## config.mk

```make
export PLATFORM = sky130hd
export DESIGN_NAME = bcd_to_bin_seq
export DESIGN_NICKNAME = d
export VERILOG_FILES = /design/src/rtl/bcd_to_bin_seq.sv
export SDC_FILE = /design/constraint.sdc
export NUM_CORES = 1
export LEC_CHECK = 0
export ABC_CLOCK_PERIOD_IN_PS = 1400
export CAP_MARGIN = 30
export CORE_AREA = 2 2 87 89
export DETAILED_ROUTE_END_ITERATION = 12
export DIE_AREA = 0 0 89 91
export PLACE_DENSITY = 0.7
export SKIP_CTS_REPAIR_TIMING = 1
export SYNTH_ARGS = -nofsm -noshare
export SYNTH_HDL_FRONTEND = slang
export SYNTH_SLANG_ARGS = --single-unit
```

## constraint.sdc

```tcl
create_clock -name clk -period 1.4 [get_ports clk]
set_input_delay 0.21 -clock clk [delete_from_list [all_inputs] [get_ports clk]]
set_output_delay 0.21 -clock clk [all_outputs]
set_load 0.005 [all_outputs]
```

## src/rtl/bcd_to_bin_seq.sv

```systemverilog
// Iterative packed-BCD to binary converter (reverse double-dabble), start/done handshake.
// Optional macro BCD2BIN_FAST_EN: two shift/correct steps per clock in CONV.
module bcd_to_bin_seq #(
  parameter int DIGITS = 5,
  parameter int BIN_W  = 17
) (
  input  logic                  clk,
  input  logic                  rst_n,
  input  logic                  start,
  input  logic [DIGITS*4-1:0]   bcd_in,
  output logic                  busy,
  output logic                  done,
  output logic [BIN_W-1:0]      bin_out,
  output logic                  err,
  output logic                  ovf
);

  localparam int SW = DIGITS*4 + BIN_W;
  localparam int CW = $clog2(BIN_W + 2) + 1;

  // Handshake: start is taken only on an edge where the FSM is IDLE; done is a
  // one-cycle pulse after which bin_out/err/ovf stay stable until the next accept.
  typedef enum logic [1:0] {IDLE, CONV, DONE} state_t;

  state_t          state, state_next;
  logic [SW-1:0]   sreg, sreg_step;
  logic [CW-1:0]   cnt, cnt_step;
  logic            err_flag, last_step, bad_digit;

  // One step: halve the whole register, then pull 3 from any digit that just
  // received a borrowed bit (10/2 = 5 = 8 - 3).
  function automatic logic [SW-1:0] step(input logic [SW-1:0] s);
    logic [SW-1:0] r;
    r = s >> 1;
    for (int d = 0; d < DIGITS; d++) begin
      if (r[BIN_W + 4*d + 3])
        r[BIN_W + 4*d +: 4] = r[BIN_W + 4*d +: 4] - 4'd3;
    end
    return r;
  endfunction

  always_comb begin
    bad_digit = 1'b0;
    for (int d = 0; d < DIGITS; d++) begin
      if (bcd_in[4*d + 3] && (bcd_in[4*d + 2] || bcd_in[4*d + 1]))
        bad_digit = 1'b1;
    end
  end

  always_comb begin
    sreg_step = step(sreg);
    cnt_step  = cnt + CW'(1);
    last_step = (cnt == CW'(BIN_W - 1));
`ifdef BCD2BIN_FAST_EN
    // An odd BIN_W leaves a single step for the final cycle.
    if (cnt != CW'(BIN_W - 1)) begin
      sreg_step = step(step(sreg));
      cnt_step  = cnt + CW'(2);
    end
    last_step = ((int'(cnt) + 2) >= BIN_W);
`endif
  end

  always_comb begin
    state_next = state;
    busy       = 1'b0;
    done       = 1'b0;
    case (state)
      IDLE: if (start) state_next = CONV;
      CONV: begin
        busy = 1'b1;
        if (last_step) state_next = DONE;
      end
      DONE: begin
        done       = 1'b1;
        state_next = IDLE;
      end
      default: state_next = IDLE;
    endcase
  end

  always_ff @(posedge clk) begin
    if (!rst_n) begin
      state    <= IDLE;
      sreg     <= '0;
      cnt      <= '0;
      err_flag <= 1'b0;
      bin_out  <= '0;
      err      <= 1'b0;
      ovf      <= 1'b0;
    end else begin
      state <= state_next;
      case (state)
        IDLE: if (start) begin
          sreg     <= {bcd_in, {BIN_W{1'b0}}};
          cnt      <= '0;
          err_flag <= bad_digit;
        end
        CONV: begin
          sreg <= sreg_step;
          cnt  <= cnt_step;
          if (last_step) begin
            bin_out <= err_flag ? '0 : sreg_step[BIN_W-1:0];
            err     <= err_flag;
            ovf     <= |sreg_step[SW-1:BIN_W];
          end
        end
        default: ;
      endcase
    end
  end

endmodule

```

# After elaboration in Yosys (flattened, before gate mapping)
# Index checks and enable logic that the tools add are counted.
# word_totals
reg_bits	65
out_inout_bits	21
# classes
n_addsub	5
eq_ne	5
n_mux	19
n_reduce_logical	17
# ops
cell	n
$pmux W37 S2	1
$mux W37	1
$reduce_or A19 Y1	1
$mux W17	1
$mux W4	4
$sub A4 B2 Y4 const B	4
$pmux W6 S2	1
$reduce_and A2 Y1	4
$mux W1	7
$add A6 B1 Y6 const B	1
$eq A6 B5 Y1 const B	1
$mux W6	1
$logic_and A1 B1 Y1	5
$logic_or A1 B1 Y1	5
$mux W2	2
$ne A2 B2 Y1 const B	2
$pmux W2 S2	1
$eq A2 B1 Y1 const B	1
$eq A2 B2 Y1 const B	1
$logic_not A2 Y1	1
$reduce_bool A2 Y1	1

# Depth between registers and ports, before layout
# logic_depth
depth_word	7
mapped_depth	7
depth_no_buf	5

# Least setup slack after synthesis
# OpenSTA, ideal clock, no wires.
# synth_timing
path_kind	register to register
from	reg sreg[30]
to	reg ovf
setup_time_ns	0.134
t_arrival_ns	1.343
period_less_slack_ns	1.477
path_stages_with_launch	6
slack_ns	-0.077
t_required_ns	1.266
n_path_buf	0
path_cell_list	dfxtp_1 ha_1 nand4b_1 o21a_1 a2111oi_0 a21oi_1
# synth_via
elab_chain_len	3
# synth_rtl
item	line_no	text
from (decl)	26	logic [SW-1:0] sreg, sreg_step;
from (signal assigned)	95	sreg <= {bcd_in, {BIN_W{1'b0}}};
from (signal assigned)	100	sreg <= sreg_step;
$sub A4 B2 Y4	37	r[BIN_W + 4*d +: 4] = r[BIN_W + 4*d +: 4] - 4'd3;
$mux W4 (*)	36	if (r[BIN_W + 4*d + 3])
$reduce_or A19 Y1 (*)	105	ovf <= |sreg_step[SW-1:BIN_W];
to (signal assigned)	105	
to (decl)	15	output logic ovf
# Mark *: on every way between the ends. The rest lies on a longest branch, timed or not.
# A chain may end at the register's enable or synchronous reset.

# Worst setup path after layout
# layout_timing
from	reg cnt[3]
to	reg bin_out[10]
# layout_via
elab_chain_len	2
# layout_rtl
item	line_no	text
from (decl)	27	logic [CW-1:0] cnt, cnt_step;
from (signal assigned)	101	cnt <= cnt_step;
$eq A6 B5 Y1	53	last_step = (cnt == CW'(BIN_W - 1));
$reduce_and A2 Y1 (no line)	-	
to (signal assigned)	103	bin_out <= err_flag ? '0 : sreg_step[BIN_W-1:0];
to (decl)	13	output logic [BIN_W-1:0] bin_out,
# No other way between the ends.

==> results <==
-- synth_stat cells, drive strengths merged (2+ instances only) --
library cell | instances | area, µm²
nand3b | 17 | 127.6
a21oi | 29 | 145.1
o221ai | 2 | 17.52
inv | 5 | 18.77
buf | 5 | 41.28
a221oi | 4 | 35.03
a222oi | 4 | 40.04
nor3 | 4 | 20.02
clkbuf | 19 | 71.32
nand4b | 3 | 26.28
and3 | 2 | 13.77
nand4 | 3 | 18.77
and4 | 2 | 17.52
a22oi | 22 | 165.2
mux2i | 4 | 40.04
xnor2 | 4 | 35.03
mux2 | 2 | 22.52
nand2 | 31 | 116.4
a32oi | 3 | 26.28
nor2 | 42 | 157.7
nand2b | 5 | 33.78
and2 | 3 | 18.77
dfxtp | 64 | 1281
xor2 | 4 | 35.03
ha | 6 | 75.07
nand3 | 2 | 15.01
a31oi | 3 | 18.77
o21ai | 13 | 65.06
-- routing by layer --
metal  part of all wire [%]  up-vias  wire [µm]
met3                    4.8        4        329
met2                     46       57       3105
met4                   0.81        0         55
met1                     49     1196       3325
met5                      0        -          0
li1                       -     1281          -
-- layout by cell type, fill, tap and decap left out, types with 3 or more instances in the layout --
cell type        instances
nand2_1                 30
a22oi_1                 22
nand4_1                  3
o21ai_0                 12
xnor2_1                  4
a222oi_1                 4
inv_1                    3
nand3b_1                17
clkinv_4                 4
mux2i_1                  4
xor2_1                   4
nand4b_1                 3
a221oi_1                 4
a31oi_1                  3
buf_4                   30
nand2b_1                 4
nor2_1                  42
dlymetal6s2s_1          20
ha_1                     5
nor3_1                   3
clkbuf_8                 9
dfxtp_1                 54
dfxtp_2                  9
a21oi_1                 27
clkdlybuf4s50_1         23
-- registers in the layout (all words and copies together) (netlist names) --
| register | flops |
|---|---|
| bin_out | 17 |
| cnt | 6 |
| err | 1 |
| err_flag | 1 |
| ovf | 1 |
| sreg | 36 |
| state | 2 |
-- metrics by stage --
| stage | setup slack (ps) | hold WS [ps] | utilization, % | cell area [µm²] |
|---|---|---|---|---|
| finish | -26.24 | 450.4 | 54.38 | 3881 |
| global route | -93.08 | 468.5 | 54.38 | 3881 |
| CTS | -395.8 | 455.4 | 52.45 | 3744 |
| detailed placement | -226.1 | 442.1 | 49.93 | 3563 |
| global placement | -204.3 | 443.8 | 49.93 | 3563 |
| floorplan | 1.143 | 344.8 | - | 2840 |
-- area by class of cell --
type	count	area, µm²	share of cell area, %
multi-input combinational	228	1489	38.36
clock inverter	7	56.30	1.451
timing repair buffer	77	768.2	19.79
sequential	64	1296	33.40
tap	99	123.9	3.191
clock buffer	9	123.9	3.191
inverter	5	23.77	0.6125
-- worst paths after layout --
| path | startpoint | endpoint | depth (start not counted) |
|---|---|---|---|
| setup / recovery | cnt[3]$_SDFFE_PN0P_ | bin_out[10]$_SDFFE_PN0P_ | 5 |
| hold / removal | bin_out[5]$_SDFFE_PN0P_ | bin_out[5]$_SDFFE_PN0P_ | 2 |
| setup reg to reg | cnt[3]$_SDFFE_PN0P_ | bin_out[10]$_SDFFE_PN0P_ | 5 |
| hold reg to reg | bin_out[5]$_SDFFE_PN0P_ | bin_out[5]$_SDFFE_PN0P_ | 2 |
-- cell families (layout without fill, tap and decap cells) --
logic type	after synthesis	after routing	share of synthesized area, %
simple gates	121	121	22.41
compound gates	87	87	20.14
flops	64	64	45.43
buf+inv	29	98	4.658
xor+xnor	8	8	2.484
fa+ha+maj	6	6	2.662
mux	6	6	2.218
-- critical path: cells and delay by family (launching register included) --
family | cells | cell delay [ps]
flip-flops | 1 | 340
AO/OA/AOI/OAI | 1 | 150
buffers and inverters | 1 | 140
AND/OR/NAND/NOR | 3 | 730
-- report_power, final --
part	switching, µW	internal [µW]	total (µW)
Sequential	64.0	1870	1940
Clock	781	659	1440
Combinational	255	272	527
Total	1100	2800	3900
==> flow_summary_export.csv <==
group,metric,value,unit
status,status,"finished, violations left",
status,violations,"negative setup slack",
sta,worst_pin_slew,485.4,ps
floorplanning,num_io_pins,44,
sta,slew_headroom,67.59,%
synth,ys.warnings.count,0,
floorplanning,dieArea,8099,µm²
pwr,irDropWorstVdd,509.4,µV
global_route,grt_pass1_wl,11120,µm
clock_tree,cts_htree_levels,3,
global_route,grt_use_met2,25.68,%
sta,finalHoldViolCount,0,
sta,drv_slew,0,
global_route,grt_max_degree,36,
cells_and_area,fill_cells,671,
setup_path,reg2reg_slack,-30,ps
place,placed_cells,472,
synth,netlist_area,2820,µm²
floorplanning,start_util,39.52,%
sta,worst_clock_skew,6.734,ps
synth,seq_area_frac_synth,45.43,%
global_route,gr-max-usage-layer,"met2",
synth,synthDistinctLibCells,48,
setup_path,critPathRequiredTime,1670,ps
drt,num_vias,2538,
place,hpwl,4599,µm
synth,syn_area_per_cell,8.786,µm²
global_route,met1_usage,25.08,%
synth,ys_async_sr_fraction,0,%
cells_and_area,area_growth,37.62,%
sta,setup_violations,13,
flow_run,maxCapViolCount,0,
pwr,total_power,3904,µW
pwr,leakagePower,0.001765,µW
place,placement.io_buffers,43,
setup_path,path_cells,"nor4b_4 > and3_4 > buf_6 > nand3b_1 > a21oi_1",
setup_path,crit_path_max_fanout,12,
setup_path,slowest_stage,"nor4b_4",
clock_tree,clockBufferDepth,2,
hold_path,hold_path_class,"reg2reg",
cells_and_area,insertedDiodeCount,0,
setup_path,critPathArrivalTime,1700,ps
synth,synth_edf_count,0,
setup_path,crit_type,"reg2reg",
sta,fmaxAchievable,701.1,MHz
place,place.gp.congestion,0.8110,
floorplanning,rows,31,
clock_tree,cts.sinks,64,
sta,post-route-min-period,1426,ps
global_route,gr-total-overflow,0,
floorplanning,chipWidth,89,µm
drt,drt_first_pass_iters,4,
clock_tree,ctsRootBufferMaster,"clkbuf_8",
cells_and_area,fin_cells,489,
setup_path,start_kind,"flip-flop",
sta,fin_crit_sh,101.9,%
sta,fin_setup_tns,-184.4,ps
drt,wl_per_cell,13.94,µm
floorplanning,die_y,91,µm
clock_tree,clock_latency,340,ps
global_route,grt_use_met3,3.818,%
drt,post-route-drc-count,0,
synth,synth_cells,321,
synth,synth-main-ff-cell,"dfxtp_1",
synth,synth_nets,350,
clock_tree,cts_tree,"yes",
drt,wl,6815,µm
cells_and_area,layout.nets,414,
drt,first_iter_violations,190,
global_route,grt_pass1_vias,2371,
pwr,power_density,1006,nW/µm²
clock_tree,cts_buffers,9,
setup_path,critPathCaptureType,"flip-flop",
floorplanning,core_area,7137,µm²
drt,route.detailed.vias_per_inst,5.190,
sta,rsz0062_at_grt,"true",
synth,ys_ff_latch,64,
clock_tree,clkSlewWorstSetupHoldPaths,80,ps
setup_path,cp_slowest_stage_delay,390,ps
global_route,antenna_found_initial,0,
drt,antenna_left,0,
sta,setup_ws,-26.24,ps
cells_and_area,drive_gt1_share,20.77,%
global_route,grt_usage,17.53,%
Power figures use the tool's default switching activity.
